[src/rtl/pipe_phy_status_responder_if.sv]
// PIPE MAC/PHY command and status bundle seen by the PHY status responder.
// The MAC (or bench) drives the commands; the PHY side returns the status.
interface pipe_phy_status_responder_if #(
    parameter int NUM_LANES = 16
);
    logic [4*NUM_LANES-1:0] PowerDown;
    logic [3:0]             Rate;
    logic [NUM_LANES-1:0]   TxDetectRxLoopback;
    logic [NUM_LANES-1:0]   TxElecIdle;
    logic [NUM_LANES-1:0]   rx_present;
    logic [NUM_LANES-1:0]   PhyStatus;
    logic [3*NUM_LANES-1:0] RxStatus;
    logic                   busy;
    logic                   proto_err;

    modport master (
        output PowerDown, Rate, TxDetectRxLoopback, TxElecIdle, rx_present,
        input  PhyStatus, RxStatus, busy, proto_err
    );

    modport slave (
        input  PowerDown, Rate, TxDetectRxLoopback, TxElecIdle, rx_present,
        output PhyStatus, RxStatus, busy, proto_err
    );
endinterface

[src/rtl/pipe_phy_status_responder.sv]
// PHY-side PIPE status engine: reset-exit PhyStatus, PowerDown/Rate acks and
// receiver detection, with a sticky protocol-error flag.
module pipe_phy_status_responder #(
    parameter int NUM_LANES         = 16,
    parameter int RESET_EXIT_CYCLES = 8,
    parameter int PD_LATENCY        = 4,
    parameter int RATE_LATENCY      = 16,
    parameter int DETECT_LATENCY    = 10
) (
    input  logic                        PCLK,
    input  logic                        Reset,
    pipe_phy_status_responder_if.slave  pipe
);
    function automatic int maxOf(input int a, input int b);
        return (a > b) ? a : b;
    endfunction

    localparam int MAX_LAT = maxOf(maxOf(RESET_EXIT_CYCLES, PD_LATENCY),
                                   maxOf(RATE_LATENCY, DETECT_LATENCY));
    localparam int CW = $clog2(MAX_LAT + 1);
    localparam logic [3:0] P1 = 4'd2;
    localparam logic [3:0] P_MAX = 4'd3;

    typedef enum logic [2:0] {
        RESET_HOLD  = 3'd0,
        IDLE        = 3'd1,
        PD_WAIT     = 3'd2,
        RATE_WAIT   = 3'd3,
        DETECT_WAIT = 3'd4,
        ACK         = 3'd5
    } state_t;

    state_t                 state_r, stateNext_s;
    logic [CW-1:0]          count_r, countNext_s, latency_s;
    logic [3:0]             pdSh_r, pdShNext_s, rateSh_r, rateShNext_s;
    logic                   detPrev_r;
    logic                   phy_r, phyNext_s;
    logic                   busy_r, busyNext_s;
    logic                   protoErr_r, errSet_s;
    logic [3*NUM_LANES-1:0] rx_r, rxNext_s, rxDetect_s;
    logic [3:0]             pd0_s;
    logic                   laneMismatch_s, detRise_s, allIdle_s, cmdChange_s;

    assign pd0_s       = pipe.PowerDown[3:0];
    assign detRise_s   = pipe.TxDetectRxLoopback[0] & ~detPrev_r;
    assign allIdle_s   = &pipe.TxElecIdle;
    assign cmdChange_s = (pd0_s != pdSh_r) | (pipe.Rate != rateSh_r);

    // Per-lane helpers: PowerDown consistency and the detect result pattern.
    always_comb begin
        laneMismatch_s = 1'b0;
        rxDetect_s     = {(3*NUM_LANES){1'b0}};
        for (int i = 1; i < NUM_LANES; i++) begin
            laneMismatch_s = laneMismatch_s | (pipe.PowerDown[4*i +: 4] != pd0_s);
        end
        for (int i = 0; i < NUM_LANES; i++) begin
            rxDetect_s[3*i +: 3] = pipe.rx_present[i] ? 3'b011 : 3'b000;
        end
    end

    // Completion latency of the operation currently pending.
    always_comb begin
        case (state_r)
            PD_WAIT:     latency_s = CW'(PD_LATENCY);
            RATE_WAIT:   latency_s = CW'(RATE_LATENCY);
            DETECT_WAIT: latency_s = CW'(DETECT_LATENCY);
            default:     latency_s = CW'(MAX_LAT);
        endcase
    end

    // Next-state, counter, shadow and registered-output computation.
    always_comb begin
        stateNext_s  = state_r;
        countNext_s  = count_r;
        pdShNext_s   = pdSh_r;
        rateShNext_s = rateSh_r;
        phyNext_s    = 1'b0;
        rxNext_s     = {(3*NUM_LANES){1'b0}};
        busyNext_s   = busy_r;
        errSet_s     = 1'b0;
        case (state_r)
            RESET_HOLD: begin
                // Shadows follow the inputs so nothing fires on exit.
                pdShNext_s   = pd0_s;
                rateShNext_s = pipe.Rate;
                if (count_r == CW'(RESET_EXIT_CYCLES)) begin
                    stateNext_s = IDLE;
                    countNext_s = {CW{1'b0}};
                    busyNext_s  = 1'b0;
                end else begin
                    countNext_s = count_r + CW'(1'b1);
                    phyNext_s   = 1'b1;
                    busyNext_s  = 1'b1;
                end
            end
            IDLE: begin
                busyNext_s = 1'b0;
                errSet_s   = laneMismatch_s | ((pdSh_r == P1) & detRise_s & ~allIdle_s);
                if (pipe.Rate != rateSh_r) begin
                    stateNext_s  = RATE_WAIT;
                    rateShNext_s = pipe.Rate;
                    pdShNext_s   = pd0_s;
                    countNext_s  = CW'(1'b1);
                    busyNext_s   = 1'b1;
                    errSet_s     = errSet_s | (pd0_s > P_MAX);
                end else if (pd0_s != pdSh_r) begin
                    stateNext_s = PD_WAIT;
                    pdShNext_s  = pd0_s;
                    countNext_s = CW'(1'b1);
                    busyNext_s  = 1'b1;
                    errSet_s    = errSet_s | (pd0_s > P_MAX);
                end else if ((pdSh_r == P1) && detRise_s && allIdle_s) begin
                    stateNext_s = DETECT_WAIT;
                    countNext_s = CW'(1'b1);
                    busyNext_s  = 1'b1;
                end else begin
                    stateNext_s = IDLE;
                end
            end
            PD_WAIT, RATE_WAIT, DETECT_WAIT: begin
                busyNext_s = 1'b1;
                errSet_s   = cmdChange_s;
                if (count_r == latency_s) begin
                    stateNext_s = ACK;
                    phyNext_s   = 1'b1;
                    rxNext_s    = (state_r == DETECT_WAIT) ? rxDetect_s
                                                           : {(3*NUM_LANES){1'b0}};
                end else begin
                    countNext_s = count_r + CW'(1'b1);
                end
            end
            ACK: begin
                stateNext_s = IDLE;
                busyNext_s  = 1'b0;
            end
            default: begin
                stateNext_s = RESET_HOLD;
                countNext_s = {CW{1'b0}};
                phyNext_s   = 1'b1;
                busyNext_s  = 1'b1;
            end
        endcase
    end

    // State and output registers; a low Reset aborts any pending operation.
    always_ff @(posedge PCLK) begin
        if (!Reset) begin
            state_r    <= RESET_HOLD;
            count_r    <= {CW{1'b0}};
            pdSh_r     <= pd0_s;
            rateSh_r   <= pipe.Rate;
            detPrev_r  <= pipe.TxDetectRxLoopback[0];
            phy_r      <= 1'b1;
            rx_r       <= {(3*NUM_LANES){1'b0}};
            busy_r     <= 1'b1;
            protoErr_r <= 1'b0;
        end else begin
            state_r    <= stateNext_s;
            count_r    <= countNext_s;
            pdSh_r     <= pdShNext_s;
            rateSh_r   <= rateShNext_s;
            detPrev_r  <= pipe.TxDetectRxLoopback[0];
            phy_r      <= phyNext_s;
            rx_r       <= rxNext_s;
            busy_r     <= busyNext_s;
            protoErr_r <= protoErr_r | errSet_s;
        end
    end

    assign pipe.PhyStatus = {NUM_LANES{phy_r}};
    assign pipe.RxStatus  = rx_r;
    assign pipe.busy      = busy_r;
    assign pipe.proto_err = protoErr_r;
endmodule

[src/flat_wrapper.sv]
// flat-port wrapper written by rule: the top's interface ports become plain ports
module pipe_phy_status_responder_flat 
#(
    parameter int NUM_LANES         = 16,
    parameter int RESET_EXIT_CYCLES = 8,
    parameter int PD_LATENCY        = 4,
    parameter int RATE_LATENCY      = 16,
    parameter int DETECT_LATENCY    = 10
)
  (PCLK, Reset, pipe_PowerDown, pipe_Rate, pipe_TxDetectRxLoopback, pipe_TxElecIdle, pipe_rx_present, pipe_PhyStatus, pipe_RxStatus, pipe_busy, pipe_proto_err);
  pipe_phy_status_responder_if #(.NUM_LANES(NUM_LANES)) pipe_i ();
  input  logic PCLK;
  input  logic Reset;
  input wire logic [$bits(pipe_i.PowerDown)-1:0] pipe_PowerDown;
  input wire logic [$bits(pipe_i.Rate)-1:0] pipe_Rate;
  input wire logic [$bits(pipe_i.TxDetectRxLoopback)-1:0] pipe_TxDetectRxLoopback;
  input wire logic [$bits(pipe_i.TxElecIdle)-1:0] pipe_TxElecIdle;
  input wire logic [$bits(pipe_i.rx_present)-1:0] pipe_rx_present;
  output wire logic [$bits(pipe_i.PhyStatus)-1:0] pipe_PhyStatus;
  output wire logic [$bits(pipe_i.RxStatus)-1:0] pipe_RxStatus;
  output wire logic [$bits(pipe_i.busy)-1:0] pipe_busy;
  output wire logic [$bits(pipe_i.proto_err)-1:0] pipe_proto_err;
  assign pipe_i.PowerDown = pipe_PowerDown;
  assign pipe_i.Rate = pipe_Rate;
  assign pipe_i.TxDetectRxLoopback = pipe_TxDetectRxLoopback;
  assign pipe_i.TxElecIdle = pipe_TxElecIdle;
  assign pipe_i.rx_present = pipe_rx_present;
  assign pipe_PhyStatus = pipe_i.PhyStatus;
  assign pipe_RxStatus = pipe_i.RxStatus;
  assign pipe_busy = pipe_i.busy;
  assign pipe_proto_err = pipe_i.proto_err;
  pipe_phy_status_responder #(.NUM_LANES(NUM_LANES), .RESET_EXIT_CYCLES(RESET_EXIT_CYCLES), .PD_LATENCY(PD_LATENCY), .RATE_LATENCY(RATE_LATENCY), .DETECT_LATENCY(DETECT_LATENCY)) u_core (.PCLK(PCLK), .Reset(Reset), .pipe(pipe_i));
endmodule
[config.mk]
export PLATFORM = sky130hd
export DESIGN_NAME = pipe_phy_status_responder_flat
export DESIGN_NICKNAME = d
export VERILOG_FILES = /design/src/rtl/pipe_phy_status_responder_if.sv /design/src/rtl/pipe_phy_status_responder.sv /design/src/flat_wrapper.sv
export SDC_FILE = /design/constraint.sdc
export NUM_CORES = 1
export LEC_CHECK = 0
export CORE_MARGIN = 5
export CORE_UTILIZATION = 35
export CTS_BUF_LIST = sky130_fd_sc_hd__clkbuf_4 sky130_fd_sc_hd__clkbuf_8
export CTS_CLUSTER_DIAMETER = 100
export DETAILED_ROUTE_END_ITERATION = 16
export PLACE_DENSITY_LB_ADDON = 0.12
export SYNTH_ARGS = -nofsm -noshare
export SYNTH_HDL_FRONTEND = slang
export SYNTH_SLANG_ARGS = --single-unit
[constraint.sdc]
create_clock -name PCLK -period 2.8 [get_ports PCLK]
set_input_delay 0.28 -clock PCLK [delete_from_list [all_inputs] [get_ports PCLK]]
set_output_delay 0.28 -clock PCLK [all_outputs]
set_load 0.05 [all_outputs]
* Word level (Yosys, flattened, before mapping) *
Index checks and enable logic that the tools add are counted.

operators by class
  $add $sub $neg = 1
  $lt $le $gt $ge = 1
  eq/ne operators = 32
  mux-type cells = 46
  bitwise gates (word level) = 24
  reduce and logical (&&, ||, !) cells = 11

operators by type and width
  cell                                                                             number
  4-bit inequality test                                                            17
  2-bit 2-to-1 mux                                                                 16
  5-bit 2-to-1 mux                                                                 5
  4-bit 2-to-1 mux                                                                 5
  5-bit one-hot mux with 4 select lines                                            1
  1-bit bitwise OR                                                                 18
  4-bit one-hot mux with 2 select lines                                            2
  16-bit AND reduction                                                             1
  3-bit 2-to-1 mux                                                                 5
  3-bit one-hot mux with 4 select lines                                            1
  5-bit one-hot mux with 2 select lines                                            1
  1-bit 2-to-1 mux                                                                 7
  3-bit by 2-bit equality test with 1-bit output, second input constant            2
  3-bit equality test, second input constant                                       2
  1-bit one-hot mux with 3 select lines                                            2
  2-bit AND reduction                                                              3
  5-bit by 1-bit adder with 5-bit output, second input constant                    1
  5-bit by 4-bit equality test with 1-bit output, second input constant            1
  5-bit equality test                                                              1
  4-bit by 2-bit equality test with 1-bit output, second input constant            1
  4-bit by 2-bit greater-than comparator with 1-bit output, second input constant  1
  2-bit by 1-bit inequality test with 1-bit output, second input constant          2
  4-bit by 1-bit inequality test with 1-bit output, second input constant          1
  4-bit by 2-bit inequality test with 1-bit output, second input constant          1
  13 further kinds                                                                 18

storage, ports and cells
  bits in registers = 68
  output and inout port bits = 66
  word-level logic and storage cells = 124

* Longest topological paths before layout *
  depth after elaboration = 21
  depth in mapped cells = 7
  mapped depth without buffers = 7

* Worst setup path before layout *
Ideal clock, no wire load.

  kind = register to register
  from = register u_core.pdSh_r[3]
  to = register u_core.count_r[3]
  setup time = 0.119 ns
  arrival time = 1.931 ns
  required time = 2.681 ns
  setup slack = 0.750 ns
  stages on the path, launching flop included = 7
  clock period less this slack = 2.050 ns
  cells stage by stage = edfxtp_1 or4b_4 nor3b_4 a2111oi_2 or3_1 buf_6 o221a_1

between the ends
  cells in the longest elaborated chain, start to end = 5

ends and longest elaborated chain
  what                                                               RTL line                          source
  start, declared                                                    pipe_phy_status_responder.sv:35   logic [3:0] pdSh_r, pdShNext_s, rateSh_r, rateShNext_s;
  start signal, assigned                                             pipe_phy_status_responder.sv:150  pdSh_r <= pd0_s;
  start signal, assigned                                             pipe_phy_status_responder.sv:160  pdSh_r <= pdShNext_s;
  4-bit by 2-bit equality test with 1-bit output                     pipe_phy_status_responder.sv:112  end else if ((pdSh_r == P1) && detRise_s && allIdle_s) begin
  1-bit logical AND (2 in a row)                                     pipe_phy_status_responder.sv:112
  4-bit by 1-bit inequality test with 1-bit output (no source line)  --
  3-bit AND reduction (no source line)                               --
  end signal, assigned                                               pipe_phy_status_responder.sv:149  count_r <= {CW{1'b0}};
  end signal, assigned                                               pipe_phy_status_responder.sv:159  count_r <= countNext_s;
  end, declared                                                      pipe_phy_status_responder.sv:34   logic [CW-1:0] count_r, countNext_s, latency_s;

Several ways; a longest one is shown, not always the timed one.
A chain may end at the register's enable or synchronous reset.

* Worst setup path in the final report *
  from = register u_core.state_r[2]
  to = register u_core.count_r[4]

between the ends
  cells in the longest elaborated chain, start to end = 5

ends and longest elaborated chain
  what                                                                                          RTL line                                                          source
  start, declared                                                                               pipe_phy_status_responder.sv:33                                   state_t state_r, stateNext_s;
  start signal, assigned                                                                        pipe_phy_status_responder.sv:158                                  state_r <= stateNext_s;
  3-bit equality test / 3-bit by 2-bit equality test with 1-bit output (equally long branches)  pipe_phy_status_responder.sv:63, pipe_phy_status_responder.sv:81
  5-bit one-hot mux with 2 select lines                                                         pipe_phy_status_responder.sv:63                                   case (state_r)
  5-bit equality test                                                                           pipe_phy_status_responder.sv:123                                  if (count_r == latency_s) begin
  2-bit inequality test (no source line)                                                        --
  3-bit AND reduction (no source line)                                                          --

Several ways; a longest one is shown, not always the timed one.

==> flow_metrics.tcl <==
set metrics [dict create \
    routedWlPerCell_um 13.6 \
    relSlewSlack_pct 44.7 \
    synth_edf_count 8 \
    synthDistinctLibCells 53 \
    drc 0 \
    vias 2398 \
    routed_wirelength_um 6730 \
    n_antenna_cell 0 \
    yosys_register_bits 36 \
    setup_viol 0 \
    h-tree-depth 2 \
    worstHoldEndpoint "u_core.detPrev_r" \
    nFillCells 635 \
    cts_root_buffer "clkbuf_8" \
    die_area_um2 8790 \
    drv_slew 0 \
    rsz0062_at_grt "false" \
    worst_r2r_startpoint "u_core.state_r[2]" \
    status "finished clean" \
    io_buffers 152 \
    grt-ovfl-total 0 \
    grtUsageTotal_pct 14.8 \
    hold_buffers 0 \
    ios 184 \
    hold_class "primary input to flip-flop" \
    synth_top_cell_area_share_pct 22.8 \
    grt_max_degree 17 \
    cts.sinks 36 \
    syn_area_per_cell_um2 8.86 \
    min_path_cells 1 \
    cap_viol_max_count 0 \
    rr_endpoint "u_core.count_r[4]" \
    min_period_over_period_pct 80.9 \
    clk_path_buf_depth 2 \
    num_rows 30 \
    synth_ff_type "dfxtp_1" \
    crit_path_end_kind "flip-flop" \
    final_layout_size_suffix_gt1_share_pct 5.51 \
    cts_made_buffers 5 \
    yosys_warnings 0 \
    dp_hpwl_um 5710 \
    postSynthCellCount 277 \
    gp_congestion 0.798 \
    required_ns 2.97 \
    arrival_ns 2.44 \
    synth-seq-area-share_pct 32.6 \
    tightestPinTransition_ns 0.828 \
    grt_pass1_vias 2374 \
    antenna_found_initial 0 \
    drt_iter0_drc 86 \
    placed_area_um2 3780 \
    crit_type "flip-flop to flip-flop" \
    core_area_um2 6790 \
    fin_nets 518 \
    fmax_mhz 441 \
    fin_area_um2 3900 \
    start_kind "flip-flop" \
    finalHoldViolCount 0 \
    setup_tns_ns 0 \
    worst_clock_skew_ns 0.00337 \
    ant_nets 0 \
    dieHeight_um 93.8 \
    synthesis.area_um2 2450 \
    async_flop_share_pct 0 \
    final_core_util_pct 57.3 \
    hp-start "pipe_TxDetectRxLoopback[0]" \
    power_mw 2.44 \
    ir_worst_vdd_v 0.000261 \
    yosysTopAreaCell "dfxtp_1" \
    clk_latency_ns 0.28 \
    grt_pass1_wl_um 10700 \
    clkSlewWorstSetupHoldPaths_ns 0.07 \
    die_w_um 93.8 \
    fin_crit_ns 2.27 \
    drt-vias-per-instance 4.84 \
    area_delta_synth_final_pct 58.7 \
    r2r_cells 5 \
    post_cts.repair.setup_buffers 0 \
    power_density_nw_per_um2 627 \
    start_util_pct 36.1 \
    crit_fanout 14 \
    cts_tree "done" \
    power_leakage_nw 1.42 \
    dr.pass1.iters 4 \
    yosys-top-cells-area "dfxtp_1 (23%), buf_4 (15%), edfxtp_1 (9.8%)" \
    cts_resized 0 \
    r2r_slack_ns 0.53 \
]
## routing by layer
metal	global-route usage (%)	vias to the layer above	wire, µm
met5	0	-	0
li1	-	1200	-
met3	4.73	5	739
met1	16.6	1077	2540
met2	26.5	116	3370
met4	4.69	0	74
## how the worst max path moves through the flow
stage               slack, ns                end         startpoint  cells past startpoint
CTS                      0.55  u_core.count_r[4]  u_core.state_r[1]                      5
finish                   0.53  u_core.count_r[4]  u_core.state_r[2]                      5
detailed placement       0.27  u_core.count_r[4]  pipe_PowerDown[0]                      6
global placement         0.31  u_core.state_r[0]  pipe_PowerDown[0]                      6
global route             0.33  u_core.state_r[0]  pipe_PowerDown[0]                      6
floorplan                0.75  u_core.count_r[3]   u_core.pdSh_r[3]                      6
## stage by stage
stage	setup slack [ns]	hold slack, ns	std cells
after global placement	0.307	0.532	487
after CTS	0.554	0.456	495
after floorplan	0.750	0.308	292
final	0.534	0.458	495
after detailed placement	0.266	0.543	487
after global routing	0.327	0.486	495
## cells in the final DEF (no fill, tap or decap), types with 5 or more instances in the layout
| cell | n |
|---|---|
| nand3_1 | 9 |
| clkdlybuf4s50_1 | 152 |
| dfxtp_1 | 28 |
| edfxtp_1 | 8 |
| nand4_1 | 17 |
| mux2i_1 | 7 |
| o21ai_0 | 5 |
| buf_4 | 6 |
| or4_1 | 12 |
| and2_1 | 18 |
| nor2_1 | 14 |
| a21oi_1 | 5 |
| nand2_1 | 18 |
| nor4_1 | 7 |
| conb_1 | 16 |
| inv_1 | 5 |
| xnor2_1 | 8 |
| clkbuf_8 | 5 |
## report_power, final
group / internal [mW] / switching, mW / total (mW)
registers: 0.611 / 0.117 / 0.728
clock network: 0.274 / 0.182 / 0.456
logic: 0.492 / 0.769 / 1.26
## worst max-delay path, cell delays in order (launching register included)
cell and delay (ns):
dfxtp_1 0.57, nor2_1 0.22, o311ai_1 0.35, a21oi_1 0.21, or3_1 0.54, o221a_1 0.26
## cell families after synthesis
kind of cell / synth area share, %
AOI/OAI and AO/OA: 12.5
DFF: 32.6
muxes: 2.85
buffers and inverters: 17.6
xor gates and xnor gates: 2.85
and+or+nand+nor: 30.4
other: 0.153
adders and majority gates: 1.02
## cell type report
| class | count | area, µm² | area share, % |
|---|---|---|---|
| Sequential cell | 36 | 801 | 20.6 |
| Multi-Input combinational cell | 192 | 1280 | 32.8 |
| Inverter | 5 | 18.8 | 0.482 |
| Clock inverter | 2 | 35.0 | 0.899 |
| Clock buffer | 6 | 76.3 | 1.96 |
| Timing Repair Buffer | 158 | 1570 | 40.2 |
| Tap cell | 96 | 120 | 3.08 |
## sequential cells by signal, summed over array words and instances (netlist names)
register,cells
u_core.pipe.proto_err,1
u_core.count_r,5
u_core.pdSh_r,4
u_core.pipe.busy,1
u_core.rateSh_r,4
u_core.detPrev_r,1
u_core.state_r,3
u_core.pipe.RxStatus,16
u_core.phy_r,1
## synth_stat cells (all sizes together) (4+ instances only)
cell / n
buf: 52
dfxtp: 28
and2: 18
nand2: 18
nand4: 17
nor2: 14
or4: 12
nand3: 9
nor4: 9
edfxtp: 8
xnor2: 8
clkbuf: 7
mux2i: 7
o21ai: 7
a211oi: 5
a21oi: 5
inv: 5
a2111oi: 4
Note: power is estimated with default switching activity, not from simulation.
